### src/rtl/jtag_shift_master.sv
`default_nettype none
// ============================================================================
// Module   : jtag_shift_master
// Brief    : Command-driven JTAG initiator. Shifts 1-32 TMS/TDI bits per
//            command on a divided TCK and returns the captured TDO bits.
// Revision : 1.0 - initial release
// ============================================================================
module jtag_shift_master #(
  parameter int CLK_DIV = 4
) (
  input  logic        io_axiClk,
  input  logic        io_asyncResetn,
  input  logic        io_cmd_valid,
  output logic        io_cmd_ready,
  input  logic [4:0]  io_cmd_length,
  input  logic [31:0] io_cmd_tms,
  input  logic [31:0] io_cmd_tdi,
  output logic        io_rsp_valid,
  input  logic        io_rsp_ready,
  output logic [31:0] io_rsp_tdo,
  output logic        io_busy,
  output logic        io_jtag_tck,
  output logic        io_jtag_tms,
  output logic        io_jtag_tdi,
  input  logic        io_jtag_tdo
);

  localparam logic [1:0] c_st_idle = 2'd0;
  localparam logic [1:0] c_st_low  = 2'd1;
  localparam logic [1:0] c_st_high = 2'd2;
  localparam logic [1:0] c_st_resp = 2'd3;

  // The first LOW phase gets one extra cycle so TMS/TDI of bit 0 are set up
  // a full cycle before the LOW period proper starts.
  localparam logic [7:0] c_phase_first  = 8'(CLK_DIV);
  localparam logic [7:0] c_phase_reload = 8'(CLK_DIV - 1);

  logic [1:0]  r_state;
  logic [1:0]  w_state_nxt;
  logic [7:0]  r_phase_cnt;
  logic [4:0]  r_idx;
  logic [4:0]  r_len;
  logic [31:0] r_tms_vec;
  logic [31:0] r_tdi_vec;
  logic [31:0] r_capture;
  logic        r_tdo_meta;
  logic        r_tdo_sync;

  logic        r_tck;
  logic        r_tms;
  logic        r_tdi;
  logic        r_cmd_ready;
  logic        r_rsp_valid;
  logic [31:0] r_rsp_tdo;
  logic        r_busy;

  logic        w_accept;
  logic        w_phase_done;
  logic        w_last_bit;
  logic [4:0]  w_idx_inc;
  logic [31:0] w_capture_upd;

  logic        w_tck_nxt;
  logic        w_tms_nxt;
  logic        w_tdi_nxt;
  logic        w_cmd_ready_nxt;
  logic        w_rsp_valid_nxt;
  logic [31:0] w_rsp_tdo_nxt;
  logic        w_busy_nxt;

  assign w_accept     = io_cmd_valid && (r_state == c_st_idle);
  assign w_phase_done = (r_phase_cnt == 8'd0);
  assign w_last_bit   = (r_idx == r_len);
  assign w_idx_inc    = r_idx + 5'd1;

  always_comb begin
    w_capture_upd        = r_capture;
    w_capture_upd[r_idx] = r_tdo_sync;
  end

  // State register
  always_ff @(posedge io_axiClk or negedge io_asyncResetn) begin
    if (!io_asyncResetn) begin
      r_state <= c_st_idle;
    end else begin
      r_state <= w_state_nxt;
    end
  end

  // Next-state logic
  always_comb begin
    w_state_nxt = r_state;
    case (r_state)
      c_st_idle: if (w_accept)     w_state_nxt = c_st_low;
      c_st_low:  if (w_phase_done) w_state_nxt = c_st_high;
      c_st_high: begin
        if (w_phase_done) w_state_nxt = w_last_bit ? c_st_resp : c_st_low;
      end
      c_st_resp: if (io_rsp_ready) w_state_nxt = c_st_idle;
      default:   w_state_nxt = c_st_idle;
    endcase
  end

  // Output logic: next values of the registered outputs
  always_comb begin
    w_tck_nxt       = (w_state_nxt == c_st_high);
    w_cmd_ready_nxt = (w_state_nxt == c_st_idle);
    w_busy_nxt      = (w_state_nxt != c_st_idle);
    w_rsp_valid_nxt = (w_state_nxt == c_st_resp);
    w_tms_nxt       = r_tms;
    w_tdi_nxt       = r_tdi;
    w_rsp_tdo_nxt   = r_rsp_tdo;
    if (w_accept) begin
      w_tms_nxt = io_cmd_tms[0];
      w_tdi_nxt = io_cmd_tdi[0];
    end else if ((r_state == c_st_high) && w_phase_done) begin
      if (w_last_bit) begin
        w_rsp_tdo_nxt = w_capture_upd;
      end else begin
        w_tms_nxt = r_tms_vec[w_idx_inc];
        w_tdi_nxt = r_tdi_vec[w_idx_inc];
      end
    end
  end

  always_ff @(posedge io_axiClk or negedge io_asyncResetn) begin
    if (!io_asyncResetn) begin
      r_phase_cnt <= 8'd0;
      r_idx       <= 5'd0;
      r_len       <= 5'd0;
      r_tms_vec   <= 32'd0;
      r_tdi_vec   <= 32'd0;
      r_capture   <= 32'd0;
      r_tdo_meta  <= 1'b0;
      r_tdo_sync  <= 1'b0;
      r_tck       <= 1'b0;
      r_tms       <= 1'b1;
      r_tdi       <= 1'b0;
      r_cmd_ready <= 1'b1;
      r_rsp_valid <= 1'b0;
      r_rsp_tdo   <= 32'd0;
      r_busy      <= 1'b0;
    end else begin
      r_tdo_meta  <= io_jtag_tdo;
      r_tdo_sync  <= r_tdo_meta;
      r_tck       <= w_tck_nxt;
      r_tms       <= w_tms_nxt;
      r_tdi       <= w_tdi_nxt;
      r_cmd_ready <= w_cmd_ready_nxt;
      r_rsp_valid <= w_rsp_valid_nxt;
      r_rsp_tdo   <= w_rsp_tdo_nxt;
      r_busy      <= w_busy_nxt;
      case (r_state)
        c_st_idle: begin
          if (w_accept) begin
            r_tms_vec   <= io_cmd_tms;
            r_tdi_vec   <= io_cmd_tdi;
            r_len       <= io_cmd_length;
            r_capture   <= 32'd0;
            r_idx       <= 5'd0;
            r_phase_cnt <= c_phase_first;
          end
        end
        c_st_low: begin
          r_phase_cnt <= w_phase_done ? c_phase_reload : (r_phase_cnt - 8'd1);
        end
        c_st_high: begin
          if (w_phase_done) begin
            // TDO is stable through HIGH, so the synchronized copy is current here
            r_capture   <= w_capture_upd;
            r_phase_cnt <= c_phase_reload;
            if (!w_last_bit) r_idx <= w_idx_inc;
          end else begin
            r_phase_cnt <= r_phase_cnt - 8'd1;
          end
        end
        default: ;
      endcase
    end
  end

  assign io_cmd_ready = r_cmd_ready;
  assign io_rsp_valid = r_rsp_valid;
  assign io_rsp_tdo   = r_rsp_tdo;
  assign io_busy      = r_busy;
  assign io_jtag_tck  = r_tck;
  assign io_jtag_tms  = r_tms;
  assign io_jtag_tdi  = r_tdi;

endmodule
`default_nettype wire

### config.mk
export PLATFORM = sky130hd
export DESIGN_NAME = jtag_shift_master
export DESIGN_NICKNAME = d
export VERILOG_FILES = /design/src/rtl/jtag_shift_master.sv
export SDC_FILE = /design/constraint.sdc
export NUM_CORES = 1
export LEC_CHECK = 0
export CAP_MARGIN = 20
export CORE_MARGIN = 5
export CORE_UTILIZATION = 50
export CTS_CLUSTER_DIAMETER = 60
export DETAILED_ROUTE_END_ITERATION = 6
export PLACE_DENSITY_LB_ADDON = 0.2
export SETUP_SLACK_MARGIN = 0.02
export SLEW_MARGIN = 20
export SYNTH_ARGS = -nofsm -noshare
export SYNTH_HDL_FRONTEND = slang
export SYNTH_SLANG_ARGS = --single-unit
### constraint.sdc
create_clock -name io_axiClk -period 4.5 [get_ports io_axiClk]
set_input_delay 0.9 -clock io_axiClk [delete_from_list [all_inputs] [get_ports io_axiClk]]
set_output_delay 0.9 -clock io_axiClk [all_outputs]
set_load 0.05 [all_outputs]
[Yosys cells after proc, flatten, opt, wreduce, memory -nomap -nowiden]
Index checks and enable logic that the tools add are counted.
Word-level totals
  register bits: 156
  bits of input ports: 74
  output and inout port bits: 38
  word-level logic and storage cells: 78
Cells by class
  $add $sub $neg: 2
  magnitude comparators: 3
  eq/ne operators: 10
  mux-type cells: 29
  bitwise logic cells: 1
  reduce and logical (&&, ||, !) cells: 17
Operator list (count)
  $mux 32: 2
  $pmux 32 s2: 1
  $bwmux 32: 1
  $mux 8: 2
  $pmux 8 s2: 1
  $mux 5: 3
  $lt 5x6->1 const B: 2
  $bmux 1 s5: 2
  $mux 2: 5
  $pmux 5 s2: 1
  $mux 1: 9
  $eq 2x2->1 const B: 4
  $logic_not 8->1: 1
  $ne 2x2->1 const B: 4
  $pmux 2 s4: 1
  $reduce_bool 2->1: 4
  $sub 8x1->8 const B: 1
  $reduce_and 2->1: 3
  $reduce_and 3->1: 2
  $add 5x1->5 const B: 1
  $demux 1 s5: 1
  $eq 5x5->1: 1
  $ge 5x1->1 const B: 1
  $logic_not 2->1: 2
  5 further kinds: 7

[Logic depth before layout (Yosys ltp)]
Gate-level depths: netlist of the first run.
  depth in word-level cells: 7
  gate-level depth with buffers: 11
  depth with buffers taken out: 8

[Least setup slack after synthesis of the first run]
No wires, ideal clock.
  path kind: register to register
  from: reg r_idx[0]
  to: reg r_tdi, in the netlist io_jtag_tdi
  library setup time: 126 ps
  data arrival time: 2658 ps
  required time: 4374 ps
  slack: 1716 ps
  stages on the path, launching flop included: 12
  buffers on the path: 3
  clock period less this slack: 2784 ps
  path through: dfrtp_1 > buf_2 > clkbuf_1 > inv_1 > ha_1 > clkbuf_1 > mux4_2 > nand3_1 > nand2_1 > a311oi_1 > a311oi_1 > a221o_1
On the way
  cells in the longest elaborated chain, start to end: 6
  elaborated cells between the ends (all ways): 9
  classes of those cells: add/sub: 1; eq/ne: 2; mux: 5; reduce/logical: 1
Ends and longest elaborated chain
  start, declared: RTL line 41  | logic [4:0] r_idx;
  start signal, assigned: RTL line 172  | if (!w_last_bit) r_idx <= w_idx_inc;
  $add 5x1->5: RTL line 74  | assign w_idx_inc = r_idx + 5'd1;
  $bmux 1 s5: RTL line 121  | w_tdi_nxt = r_tdi_vec[w_idx_inc];
  $mux 1 (not written as such): RTL line 121
  $mux 1: RTL line 117  | if (w_last_bit) begin
  $mux 1: RTL line 116  | end else if ((r_state == c_st_high) && w_phase_done) begin
  $mux 1: RTL line 113  | if (w_accept) begin
  end signal, assigned: RTL line 148  | r_tdi <= w_tdi_nxt;
  end, declared: RTL line 51  | logic r_tdi;
Several ways; a longest one is shown, not always the timed one. The select of a mux whose other input is x is not followed.
A chain may end at the register's enable or synchronous reset.

[Final worst setup path of the first run]
Ends and elaborated chain as after synthesis.

==> impl_results.md, run 1 <==
* Total I/O pin count at 112
* Worst path bufs/invs at 1
* P per Cell Area at 524 nW/µm²
* CTS tree: built
* Status: finished, final reports clean
* Row count at 44
* Worst-path clk slew at 0.06 ns
* Largest net degree at the start of global routing at 86
* Critical Path Source Type: register
* CP max stage cell: dfrtp_1
* Post-CTS Setup Inserts at 0
* Min-Delay Path Depth at 0
* TritonCTS Buffers at 17
* R2R Setup Slk at 1.43 ns
* WHS Endpoint: r_tdo_sync
* Initial antenna violation count at 0
* Clk buf depth at 2
* RSZ-0062 raised after global routing: false
* Count of final hold-check violations at 0
* WP data required at 4.81 ns
* I/O Buffers at 111
* DRT Pass-1 Iters at 5
* Xor and xnor fraction of the mapped netlist area at 1.87%
* Post-layout util at 63.7%
* First-pass GRT wire length at 29.4 mm
* Antenna diode count at 0
* Netlist cell types at 41
* YS warnings at 0
* Slew @ Worst Pin at 0.937 ns
* Clock Skew at 0.00820 ns
* CTS Sinks at 156
* Vias in the first global route at 5861
* Crit path cell chain: inv_1 > ha_1 > mux4_2 > nand2_1 > a21oi_1 > a311oi_1 > a311oi_1 > a221o_1
* CTS Root Cell: clkbuf_16
* Worst r2r dst: io_jtag_tdi
* CP arrival at 3.38 ns
* Area grow syn2layout at 24.3%
* Crit Path Category: reg2reg
* Register area share after synthesis at 52.1%
* Vias at 6080
* Max Cap Viol at 0
* Die Y at 132 µm
* Slew Viols, Final at 0
* Worst-skew pair later-pin latency at 0.42 ns
* Hold Buf Count CTS at 0
* Worst slew margin at 37.4%
* H-tree levels at 4
* # setup viols final at 0
* Post-layout min period at 3.07 ns
* Mapped cell area at 7500 µm²
* Mapped Avg Cell Area at 8.94 µm²
* Element type at the critical path end: register
* Worst reg-to-reg path cell count at 8
* Post-Synthesis Cells at 839
* RR Startpoint: r_idx[0]
* Die area at 17600 µm²
* Stages on the worst setup path at 8
* Nets at 1006
* Gr usage total at 20.6%
* DRT antenna net count at 0
* Layout cells sized above 1 at 6.84%
* Fmax at 326 MHz
* WL final at 17.7 mm
* Crit path max-delay family: flip-flops
* Compound-Gate Fraction of Synth Area at 11.3%
* Lkg Pwr at 4.50 nW
* Flip-flop and latch count after synthesis at 156
* Peak supply drop at 0.000321 V
* Vias/cell at 5.43
* Post-Synth Simple-Gate Area at 21.9%
* Syn nets at 923
* Worst hold path class: reg2reg
* Gr ovfl total at 0
* Largest family of logic cells by synthesized area: simple AND/OR/NAND/NOR gates
* Core Area at 14600 µm²
* Die width at 132 µm
* CP Max Fanout at 19
* Starting Density at 51.2%
* Wire length per cell at 15.8 µm
* DRT iter0 DRCs at 570
* Total Neg Setup Slack at 0 ns
* DP HPWL at 11.9 mm
* Hold_sp: r_tdo_meta
* GPL Wtd Cong at 0.806
* # DRC at 0
* Fin crit share at 68.2%
* CP dominant cell by count: a311oi_1
* Post-cts resize count at 0
* Worst path max stage delay at 0.90 ns
* Synth Area in Adders at 1.67%
* Post-synthesis mux area share at 7.47%
## worst max-delay path by stage
stage	startpoint	to	slack (ns)
finish	r_idx[0]	io_jtag_tdi	1.43
global route	r_idx[0]	io_jtag_tdi	1.22
CTS	r_idx[0]	io_jtag_tdi	1.44
detailed placement	r_idx[0]	io_jtag_tdi	1.43
global placement	r_idx[0]	io_jtag_tdi	1.56
floorplan	r_idx[0]	io_jtag_tdi	1.72
## kinds of logic after synthesis
| logic type | Yosys count |
|---|---|
| AO/OA/AOI/OAI | 153 |
| XOR/XNOR | 16 |
| adder cells (fa/ha/maj) | 10 |
| buffers and inverters | 67 |
| flip-flops | 156 |
| multiplexers | 46 |
| AND/OR/NAND/NOR | 391 |
## cells in the final DEF (no fill, tap or decap), drive strengths merged, types with 7 or more instances in the layout
master and n:
xor2 9, clkdlybuf4s50 110, nand3 29, xnor2 7, dfrtp 154, clkbuf 21
ha 10, o21ai 72, nand2 272, and3 14, buf 13, inv 8
mux4 8, nor2 46, a21oi 62, mux2i 38, nor2b 11
## sequential cells by signal, indices dropped and copies added (netlist names)
| name | flops |
|---|---|
| io_jtag_tdi | 1 |
| io_jtag_tck | 1 |
| r_phase_cnt | 8 |
| r_tdo_sync | 1 |
| io_cmd_ready | 1 |
| r_tms_vec | 32 |
| io_jtag_tms | 1 |
| io_rsp_tdo | 32 |
| io_busy | 1 |
| r_capture | 32 |
| r_tdi_vec | 32 |
| r_state | 2 |
| r_len | 5 |
| io_rsp_valid | 1 |
| r_tdo_meta | 1 |
| r_idx | 5 |
## routing by layer
metal	track usage, %	vias up	share of wire (%)
met5	0	-	0
met2	31.7	185	46
met3	4.10	27	5.6
met1	29.3	2896	47
li1	-	2972	-
met4	6.99	0	1.8
## per-stage QoR
| stage | hold slack (ns) | cell area (µm²) | setup slack [ns] | power [W] | cells |
|---|---|---|---|---|---|
| final | 0.346 | 9330 | 1.43 | 0.00489 | 1119 |
| after global routing | 0.363 | 9330 | 1.22 | 0.00519 | 1119 |
| after CTS | 0.349 | 9310 | 1.44 | 0.00492 | 1118 |
| after detailed placement | 0.336 | 8700 | 1.43 | 0.00345 | 1086 |
| after global placement | 0.336 | 8700 | 1.56 | 0.00341 | 1086 |
| after floorplan | 0.331 | 7500 | 1.72 | 0.00300 | 839 |
## worst reg2reg max path: stages, from the launching register on
cell and delay (ns):
dfrtp_1 0.90, inv_1 0.22, ha_1 0.67, mux4_2 0.39
nand2_1 0.08, a21oi_1 0.07, a311oi_1 0.28, a311oi_1 0.07
a221o_1 0.27
## cells in the mapped netlist (all sizes together)
cell    number  share of area, %
nand2      272                14
dfrtp      154                51
o21ai       72               4.8
a21oi       62               4.1
nor2        46               2.4
clkbuf      45               2.3
mux2i       38               5.1
nand3       29               1.9
and3        14               1.2
buf         14               1.0
nor2b       11              0.92
ha          10               1.7
xor2         9               1.1
inv          8              0.40
mux4         8               2.4
xnor2        7              0.82
and2         5              0.42
nand2b       4              0.33
nor3         4              0.27
a22oi        3              0.30
a311oi       3              0.35
a32oi        3              0.35
a221oi       2              0.23
a31oi        2              0.17
dfstp        2              0.70
nor4         2              0.37
a211oi       1              0.17
a21bo        1              0.13
a221o        1              0.13
a311o        1              0.13
and2b        1              0.10
nor4b        1              0.12
o221ai       1              0.12
o32a         1              0.30
or3          1              0.15
or4          1              0.15
## power by group
group | switching (W) | internal [W] | total, W
sequential | 0.000247 | 0.00178 | 0.00203
combinational | 0.000859 | 0.000551 | 0.00141
clock | 0.000554 | 0.000897 | 0.00145
total | 0.00166 | 0.00323 | 0.00489
## cell type report
class | instances | area, µm²
fillers | 1238 | 5320
clock buffers | 21 | 460
multi-input cells | 616 | 3330
flip-flops and latches | 156 | 3910
clock inverters | 11 | 143
inverters | 8 | 30.0
well taps | 184 | 230
repair buffers | 123 | 1230
No activity file was read; power rests on OpenSTA's default activity.
==> run 2, diff against run 1 <==
--- a/config.mk
+++ b/config.mk
@@ -7,7 +7,7 @@
 export LEC_CHECK = 0
 export CAP_MARGIN = 20
 export CORE_MARGIN = 5
-export CORE_UTILIZATION = 50
+export CORE_UTILIZATION = 49
 export CTS_CLUSTER_DIAMETER = 60
 export DETAILED_ROUTE_END_ITERATION = 6
 export PLACE_DENSITY_LB_ADDON = 0.2
==> constraint.sdc (replaced) <==
create_clock -name io_axiClk -period 2.7 [get_ports io_axiClk]
set_input_delay 0.54 -clock io_axiClk [delete_from_list [all_inputs] [get_ports io_axiClk]]
set_output_delay 0.54 -clock io_axiClk [all_outputs]
set_load 0.05 [all_outputs]
==> impl_results.md, run 2 (same netlist as run 1, synthesis figures left out) <==
* Status: finished, final reports clean
* M3 GR Usage at 4.23% (+0.13 points)
* Fin crit share at 89.1% (+21 points)
* DP HPWL at 12.3 mm (+3.7%)
* First-pass GRT wire length at 30.3 mm (+3.2%)
* Die Y at 134 µm (+0.94%)
* Initial antenna violation count at 0 (unchanged)
* WHS Endpoint: r_tdo_sync
* Gr usage total at 21.1% (+0.52 points)
* # setup viols final at 0 (unchanged)
* Post-cts resize count at 0 (unchanged)
* DRT iter0 DRCs at 519 (-8.9%)
* Clock Skew at 0.00879 ns (+0.000594 ns)
* Wire length per cell at 16.0 µm (+1.1%)
* CP dominant cell by count: buf_4
* Worst path max stage delay at 0.59 ns (-0.31 ns)
* WP data required at 3.03 ns (-1.78 ns)
* Slew Viols, Final at 0 (unchanged)
* Die width at 134 µm (+0.94%)
* Worst r2r dst: r_capture[18]
* Post-layout min period at 2.41 ns (-0.661 ns)
* CTS tree: built
* Worst slew margin at 58.6% (+21 points)
* Max Cap Viol at 0 (unchanged)
* RSZ-0062 raised after global routing: false
* Worst reg-to-reg path cell count at 6 (-2)
* Crit path cell chain: or4_4 > nor4_4 > buf_4 > nand3_1 > buf_4 > o21ai_0
* CTS Sinks at 156 (unchanged)
* GRT met1 Usage at 28.0% (-1.3 points)
* Slew @ Worst Pin at 0.619 ns (-0.318 ns)
* Fmax at 416 MHz (+27%)
* FF/Latch Area at 3910 µm² (unchanged)
* I/O Buffers at 111 (unchanged)
* Layout cells sized above 1 at 8.61% (+1.8 points)
* Area grow syn2layout at 27.2%
* DRT Pass-1 Iters at 5 (unchanged)
* # DRC at 0 (unchanged)
* Setup slack at placement at 0.319 ns (-1.11 ns)
* Most common cell after layout, fill and taps aside: nand2_1
* Commonest non-fill, non-tap cells in the layout: nand2_1, dfrtp_1, clkdlybuf4s50_1, o21ai_0, a21oi_1
* CP arrival at 2.74 ns (-0.64 ns)
* Antenna diode count at 0 (unchanged)
* Count of final hold-check violations at 0 (unchanged)
* Peak supply drop at 0.000476 V (+48%)
* CTS Root Cell: clkbuf_16
* Pwr Total at 0.00838 W (+71%)
* Critical Path Source Type: register
* P per Cell Area at 878 nW/µm² (+68%)
* Largest net degree at the start of global routing at 72 (-16%)
* Nets at 1023 (+1.7%)
* Gr ovfl total at 0 (unchanged)
* R2R Setup Slk at 0.29 ns (-1.14 ns)
* Clk buf depth at 2 (unchanged)
* Worst-path clk slew at 0.06 ns (about the same)
* Crit path max-delay family: simple AND/OR/NAND/NOR gates
* Worst hold path class: reg2reg
* Vias in the first global route at 6084 (+3.8%)
* RR Startpoint: r_phase_cnt[3]
* Core Area at 15100 µm² (+3.0%)
* Min-Delay Path Depth at 0 (unchanged)
* CP max stage cell: or4_4
* Vias/cell at 5.36 (-1.4%)
* Lkg Pwr at 4.62 nW (+2.7%)
* Hold_sp: r_tdo_meta
* Post-route setup slack at 0.294 ns (-1.14 ns)
* Worst-skew pair later-pin latency at 0.43 ns (about the same)
* Total I/O pin count at 112 (unchanged)
* Multi-input gate area at 3340 µm² (+0.23%)
* TritonCTS Buffers at 17 (unchanged)
* CP Max Fanout at 32 (+13)
* Element type at the critical path end: register
* Row count at 45 (+2.3%)
* Vias at 6106 (+0.43%)
* Worst path bufs/invs at 2 (+1)
* Die area at 17900 µm² (+1.9%)
* Crit Path Category: reg2reg
* M2 GR Usage at 34.5% (+2.7 points)
* Hold WS at 0.352 ns (+0.00641 ns)
* H-tree levels at 4 (unchanged)
* Starting Density at 49.7% (-1.5 points)
* Total Neg Setup Slack at 0 ns (unchanged)
* DRT antenna net count at 0 (unchanged)
* Most Used Layer, Global Route: met2
* Filler Cells Inserted at 1299 (+4.9%)
* WL final at 18.2 mm (+3.0%)
* GPL Wtd Cong at 0.813 (+0.82%)
## run 2: stage by stage
stage / instances / instance area [µm²] / utilization, %
2_1_floorplan: 839 / 7500 / -
3_3_place_gp: 1107 / 8890 / 58.9
3_5_place_dp: 1107 / 8890 / 58.9
4_1_cts: 1140 / 9540 / 63.2
5_1_grt: 1140 / 9540 / 63.2
6_report: 1140 / 9540 / 63.2
## run 2: repair_timing
item                                    in CTS  in global routing
endpoints found under the setup margin       0                  0
hold buffers                                 1                  0
buffers inserted                             0                  0
hold endpoints to repair                    18                  0
## run 2: where the power goes
group          leakage [nW]  switching (W)  total [W]  internal [W]
clock network         0.300       0.000979    0.00256       0.00158
registers              2.04       0.000404    0.00337       0.00297
logic                  2.28        0.00148    0.00245      0.000975
## run 2: worst max-delay path by stage
stage                        start             to  slack (ns)  depth (start not counted)
detailed placement  r_phase_cnt[3]  r_capture[26]        0.32                          6
CTS                 r_phase_cnt[3]  r_capture[18]        0.30                          6
global route            r_state[0]  r_capture[18]        0.05                          8
global placement    r_phase_cnt[3]        io_busy        0.37                          6
finish              r_phase_cnt[3]  r_capture[18]        0.29                          6
floorplan                 r_idx[0]    io_jtag_tdi        0.05                         11
## run 2: final cells by class
cell class                      instances  share of cell area, %
Clock buffer                           19                   4.64
Clock inverter                         13                   2.01
Inverter                                8                  0.315
Multi-Input combinational cell        616                   35.0
Sequential cell                       156                   41.0
Tap cell                              188                   2.47
Timing Repair Buffer                  140                   14.6
## run 2: worst reg2reg max path, stage by stage, from the launching register on
cell,delay [ns]
dfrtp_1,0.41
or4_4,0.59
nor4_4,0.44
buf_4,0.27
nand3_1,0.09
buf_4,0.26
o21ai_0,0.25
## run 2: routing by layer
metal,routed length (µm),part of all wire [%]
met1,8010,44
met2,8930,49
met3,886,4.9
met4,365,2.0
met5,0,0
